==> config.mk <==
export PLATFORM = sky130hd
export DESIGN_NAME = fakeram_port_ctrl
export DESIGN_NICKNAME = d
export VERILOG_FILES = /design/src/rtl/fakeram_ctrl_pkg.sv /design/src/rtl/fakeram_rsp_fifo.sv /design/src/rtl/fakeram_port_ctrl.sv
export SDC_FILE = /design/constraint.sdc
export NUM_CORES = 1
export LEC_CHECK = 0
export ABC_AREA = 1
export BUFFER_PORTS_ARGS = -buffer_cell sky130_fd_sc_hd__buf_2
export CORE_ASPECT_RATIO = 2
export CORE_MARGIN = 5
export CORE_UTILIZATION = 25
export CTS_CLUSTER_SIZE = 20
export DETAILED_ROUTE_END_ITERATION = 10
export PLACE_DENSITY = 0.56
export REMOVE_ABC_BUFFERS = 1
export SLEW_MARGIN = 10
export SYNTH_ARGS = -nofsm -noshare
export SYNTH_HDL_FRONTEND = slang
export SYNTH_SLANG_ARGS = --single-unit
==> constraint.sdc <==
create_clock -name clk -period 9.7 [get_ports clk]
set_input_delay 0.97 -clock clk [delete_from_list [all_inputs] [get_ports clk]]
set_output_delay 0.97 -clock clk [all_outputs]
set_load 0.01 [all_outputs]
==> src/rtl/fakeram_ctrl_pkg.sv <==
// Shared types for the fakeram port controller.
// Latency: n/a (types and constants only).
// Backpressure: n/a.
package fakeram_ctrl_pkg;

   // Controller phase: zero-scrub of the array after reset, then normal service.
   typedef enum logic [0:0] {
      ST_INIT = 1'b0,
      ST_RUN  = 1'b1
   } state_e;

   // Replicated to build the all-ones write mask at any data width.
   localparam logic MASK_BIT_ON = 1'b1;

endpackage

==> src/rtl/fakeram_rsp_fifo.sv <==
// Read-response buffer: circular buffer with occupancy count and head output.
// Latency: a push is visible at head_o the cycle after it is written.
// Backpressure: none internally; the owner must never push into a full buffer.
// Ports: clk/rst, push_i + push_dat_i write, pop_i retires head (ignored when
// empty), head_o current head, count_o occupancy.
module fakeram_rsp_fifo #(
   parameter int WIDTH = 34,
   parameter int DEPTH = 4,
   localparam int CNT_W = $clog2(DEPTH + 1),
   localparam int PTR_W = $clog2(DEPTH)
) (
   input  logic             clk,
   input  logic             rst,
   input  logic             push_i,
   input  logic [WIDTH-1:0] push_dat_i,
   input  logic             pop_i,
   output logic [WIDTH-1:0] head_o,
   output logic [CNT_W-1:0] count_o
);

   logic [WIDTH-1:0] mem_q [DEPTH];
   logic [PTR_W-1:0] wr_ptr_q, rd_ptr_q;
   logic [CNT_W-1:0] count_q, count_d;
   logic             do_pop;

   // Pointers wrap explicitly so DEPTH need not be a power of two.
   function automatic logic [PTR_W-1:0] ptr_inc(input logic [PTR_W-1:0] p);
      ptr_inc = (p == PTR_W'(DEPTH - 1)) ? '0 : p + 1'b1;
   endfunction

   assign do_pop  = pop_i && (count_q != '0);
   assign head_o  = mem_q[rd_ptr_q];
   assign count_o = count_q;

   always_comb begin
      count_d = count_q;
      if (push_i && !do_pop) begin
         count_d = count_q + 1'b1;
      end else if (!push_i && do_pop) begin
         count_d = count_q - 1'b1;
      end
   end

   always_ff @(posedge clk or posedge rst) begin
      if (rst) begin
         for (int i = 0; i < DEPTH; i++) begin
            mem_q[i] <= '0;
         end
         wr_ptr_q <= '0;
         rd_ptr_q <= '0;
         count_q  <= '0;
      end else begin
         if (push_i) begin
            mem_q[wr_ptr_q] <= push_dat_i;
            wr_ptr_q        <= ptr_inc(wr_ptr_q);
         end
         if (do_pop) begin
            rd_ptr_q <= ptr_inc(rd_ptr_q);
         end
         count_q <= count_d;
      end
   end

   // The credit check upstream makes overflow unreachable.
   always @(posedge clk) begin
      if (!rst) begin
         assert (!(push_i && !do_pop && (count_q == CNT_W'(DEPTH))));
      end
   end

endmodule

==> src/rtl/fakeram_port_ctrl.sv <==
// Initiator-side controller for a 1-cycle-latency single-port fakeram macro.
// Latency: read accept to rsp_valid is 2 cycles; writes produce no response.
// Backpressure: reads are accepted only while FIFO occupancy plus the in-flight
// read leaves room; writes are always accepted once the zero-scrub is done.
// Ports: req_* request channel (read / masked write), rsp_* read-data channel,
// init_done scrub status, mem_* macro pins (mem_rd returns data next cycle).
module fakeram_port_ctrl
   import fakeram_ctrl_pkg::*;
#(
   parameter int BITS       = 34,
   parameter int WORD_DEPTH = 256,
   parameter int ADDR_WIDTH = 8,
   parameter int RSP_DEPTH  = 4,
   parameter int INIT_EN    = 1
) (
   input  logic                  clk,
   input  logic                  rst,
   input  logic                  req_valid,
   output logic                  req_ready,
   input  logic                  req_we,
   input  logic [ADDR_WIDTH-1:0] req_addr,
   input  logic [BITS-1:0]       req_wdata,
   input  logic [BITS-1:0]       req_wmask,
   output logic                  rsp_valid,
   input  logic                  rsp_ready,
   output logic [BITS-1:0]       rsp_data,
   output logic                  init_done,
   output logic                  mem_ce,
   output logic                  mem_we,
   output logic [ADDR_WIDTH-1:0] mem_addr,
   output logic [BITS-1:0]       mem_wd,
   output logic [BITS-1:0]       mem_w_mask,
   input  logic [BITS-1:0]       mem_rd
);

   localparam int     CNT_W     = $clog2(RSP_DEPTH + 1);
   localparam int     SCRUB_W   = ADDR_WIDTH + 1;
   localparam state_e RST_STATE = (INIT_EN != 0) ? ST_INIT : ST_RUN;

   state_e             state_q, state_d;
   logic [SCRUB_W-1:0] scrub_cnt_q, scrub_cnt_d;
   logic               init_done_q, init_done_d;
   logic               inflight_q, inflight_d;
   logic [CNT_W-1:0]   fifo_count;
   logic               credit_ok;
   logic               accept;

   // Credit counts only what is already committed; a pop this cycle is not
   // credited until it has actually retired an entry.
   assign credit_ok = ({1'b0, fifo_count} + (CNT_W + 1)'(inflight_q))
                      < (CNT_W + 1)'(RSP_DEPTH);

   always_comb begin
      state_d     = state_q;
      scrub_cnt_d = scrub_cnt_q;
      init_done_d = init_done_q;
      inflight_d  = 1'b0;
      req_ready   = 1'b0;
      accept      = 1'b0;
      mem_ce      = 1'b0;
      mem_we      = 1'b0;
      mem_addr    = '0;
      mem_wd      = '0;
      mem_w_mask  = '0;
      case (state_q)
         ST_INIT: begin
            mem_ce      = 1'b1;
            mem_we      = 1'b1;
            mem_addr    = scrub_cnt_q[ADDR_WIDTH-1:0];
            mem_w_mask  = {BITS{MASK_BIT_ON}};
            scrub_cnt_d = scrub_cnt_q + 1'b1;
            // The extra counter bit flags the word after the last one.
            if (scrub_cnt_d == SCRUB_W'(WORD_DEPTH)) begin
               state_d     = ST_RUN;
               init_done_d = 1'b1;
            end
         end
         default: begin
            req_ready = req_we || credit_ok;
            accept    = req_valid && req_ready;
            if (accept) begin
               mem_ce     = 1'b1;
               mem_we     = req_we;
               mem_addr   = req_addr;
               mem_wd     = req_wdata;
               mem_w_mask = req_wmask;
               inflight_d = !req_we;
            end
         end
      endcase
   end

   always_ff @(posedge clk or posedge rst) begin
      if (rst) begin
         state_q     <= RST_STATE;
         scrub_cnt_q <= '0;
         init_done_q <= (INIT_EN == 0);
         inflight_q  <= 1'b0;
      end else begin
         state_q     <= state_d;
         scrub_cnt_q <= scrub_cnt_d;
         init_done_q <= init_done_d;
         inflight_q  <= inflight_d;
      end
   end

   assign init_done = init_done_q;
   assign rsp_valid = (fifo_count != '0);

   // mem_rd is valid exactly while a read is in flight.
   fakeram_rsp_fifo #(
      .WIDTH (BITS),
      .DEPTH (RSP_DEPTH)
   ) u_rsp_fifo (
      .clk        (clk),
      .rst        (rst),
      .push_i     (inflight_q),
      .push_dat_i (mem_rd),
      .pop_i      (rsp_ready),
      .head_o     (rsp_data),
      .count_o    (fifo_count)
   );

endmodule
==> results.cfg <==
[run_status]
status = finished clean

[floorplanning]
row_count = 90
die_h_um = 256
core_area_um2 = 30100
die_x_um = 133
start_util = 0.252
io_pins = 230
dieArea_um2 = 34200

[final_layout]
antenna_cells = 0
nets = 1262
drive_above_1_share = 0.250
area_growth_pct = 26.4
fill_cells = 3277

[timing]
maxSlewViolCount = 0
worst_slack_ns = 6.42
tightest_slew_ns = 0.864
fmax_mhz = 305
rsz0062_at_grt = false
maxSlewHeadroom = 0.424
setup_violations = 0
hold_violations = 0
period_share = 0.338
finalSetupTns_ns = 0
clock_skew_ns = 0.00944
min_period_ns = 3.28

[worst_setup_path]
critical_path_buf_inv_count = 3
critPathSlowestCell = buf_4
slowest_delay_ns = 0.61
path_delay_family = buffers and inverters
startpoint = u_rsp_fifo.rd_ptr_q[0]
arrival_ns = 2.31
crit_chain = inv_2 -> buf_4 -> o21ai_0 -> o22ai_1 -> buf_2
r2r_start = u_rsp_fifo.count_o[0]
crit_type = reg2out
end_kind = output pin
startpoint_type = flop
required_ns = 8.73
crit_fanout = 53

[place]
dpl_worst_slack_ns = 6.45
dp_hpwl_um = 16100
portBuffers = 229
place.gp.congestion = 0.790

[power_and_ir_drop]
intPower_w = 0.00125
powerDensity_nw_per_um2 = 196
p_clk_frac = 0.385
p_switching_w = 0.000630
power_frac_comb = 0.261
irDropWorstVdd_mv = 0.122
power_w = 0.00188
leakagePower_nw = 4.78
p_sw_frac = 0.335
p_seq_frac = 0.355

[job]
maxCapViolCount = 0

[synth]
synth_area_um2 = 7590
synth-main-ff-cell = dfrtp_1
netlist_instances = 947
synth_seq_cells = 155
synth.yosys.warnings = 0
synth_top_area_share = 0.511
synth_edf_count = 0
syn_area_per_cell_um2 = 8.02
synth_cell_types = 26
yosys.area.top_type = dfrtp_1
synthArstFlopShare = 1.00
yosysMostFrequentCell = o21ai_0
ys_seq_area_frac = 0.511
yosys-top-cells-area = dfrtp_1 51%, o21ai_0 15%, nand2_1 11%, nor2_1 5.8%, o21a_1 3.4%
synth_commonest_cells = 224 x o21ai_0, 221 x nand2_1, 155 x dfrtp_1

[clock_tree]
clock-sinks = 155
clk_latency_ns = 0.43
cts_root_buf = clkbuf_16
cts_max_path_buffers = 2
numCtsBuffers = 17
post_cts_buffers = 0
path_clk_slew_ns = 0.06
postCtsHoldBufs = 0
cts_resized = 0
cts_tree = done
htree_levels = 4

[hold_path]
hold_path.class = reg2reg
hp-start = init_done

[global_routing]
use_met1 = 0.149
met3_usage = 0.0282
grt_max_degree = 92
grt_usage = 0.142
grtUsageMet2 = 0.272
antenna_found_initial = 3
top_usage_layer = met2
grt_pass1_vias = 7196
grt_pass1_wl_um = 38100
grt-ovfl-total = 0

[routing]
vias = 6988
vias_per_cell = 4.60
drtAntennaViolNets = 0
drtPass1Iterations = 5
route.detailed.drc = 0
drt_iter0_markers = 252
wl_per_cell_um = 15.5
wirelength_um = 23600
==> through the flow <==
stage	instances	hold WS (ns)	cell area (um2)	utilization
2_1_floorplan	880	0.448	7250	-
3_3_place_gp	1487	0.451	8950	0.298
3_5_place_dp	1487	0.456	8950	0.298
4_1_cts	1518	0.472	9590	0.319
5_1_grt	1518	0.497	9590	0.319
6_report	1518	0.463	9590	0.319
==> cells by family (layout without fill, tap and decap cells) <==
kind of cell | count (synthesis) | in the layout | share of synthesized area
AO/OA/AOI/OAI | 299 | 299 | 0.215
XOR/XNOR | 2 | 2 | 0.00231
adder cells (fa/ha/maj) | 9 | 9 | 0.0158
buffers and inverters | 127 | 330 | 0.0740
flip-flops | 155 | 155 | 0.511
AND/OR/NAND/NOR | 355 | 355 | 0.182
==> state kept, by name, indices dropped and copies added (netlist names) <==
signal,count
u_rsp_fifo.mem_q,136
u_rsp_fifo.rd_ptr_q,2
state_q,1
inflight_q,1
u_rsp_fifo.wr_ptr_q,2
u_rsp_fifo.count_o,3
init_done,1
scrub_cnt_q,9
==> per-layer routing <==
metal  routed length (um)  part of all wire
met5                   26            0.0011
met4                  549             0.023
met3                 1140             0.048
met2                12800              0.54
met1                 9020              0.38
==> power groups by stage <==
stage          sequential [W]  combinational (W)  clock [W]
4_1_cts              0.000666           0.000506   0.000753
5_1_grt              0.000669           0.000548   0.000775
6_report             0.000667           0.000490   0.000723
2_1_floorplan        0.000710           0.000221          0
3_5_place_dp         0.000678           0.000506          0
3_3_place_gp         0.000678           0.000504          0
==> final timing paths <==
kind	depth (start not counted)	slack (ns)	to
worst max-delay path	5	6.42	rsp_data[14]
worst min-delay path	2	0.46	init_done
worst max register to register	10	7.79	u_rsp_fifo.count_o[2]
worst min register to register	2	0.46	init_done
max in group asynchronous	3	7.48	u_rsp_fifo.rd_ptr_q[0]
min in group asynchronous	2	0.71	u_rsp_fifo.mem_q[15]
==> worst min-delay path: stages (launching register included) <==
cell and delay (ns):
dfrtp_1 0.34, inv_1 0.05, nand2_1 0.05
==> layout by cell type (no fill, tap or decap), drive strengths merged, types with 2 or more instances in the layout <==
cell / n
nor2: 119
nand2: 227
clkinv: 2
o22ai: 34
bufinv: 4
buf: 239
o21ai: 225
clkinvlp: 2
nand3: 7
ha: 8
dfrtp: 155
a21oi: 5
o21a: 34
clkbuf: 19
inv: 64
==> area by class of cell <==
type                       count  area [um2]  share of cell area
tap                          368         460              0.0480
sequential                   155        3880               0.405
multi-input combinational    665        3160               0.330
timing repair buffer         239        1220               0.127
clock buffer                  19         453              0.0472
inverter                      60         230              0.0240
clock inverter                12         186              0.0194
(Power assumes the default switching activity.)
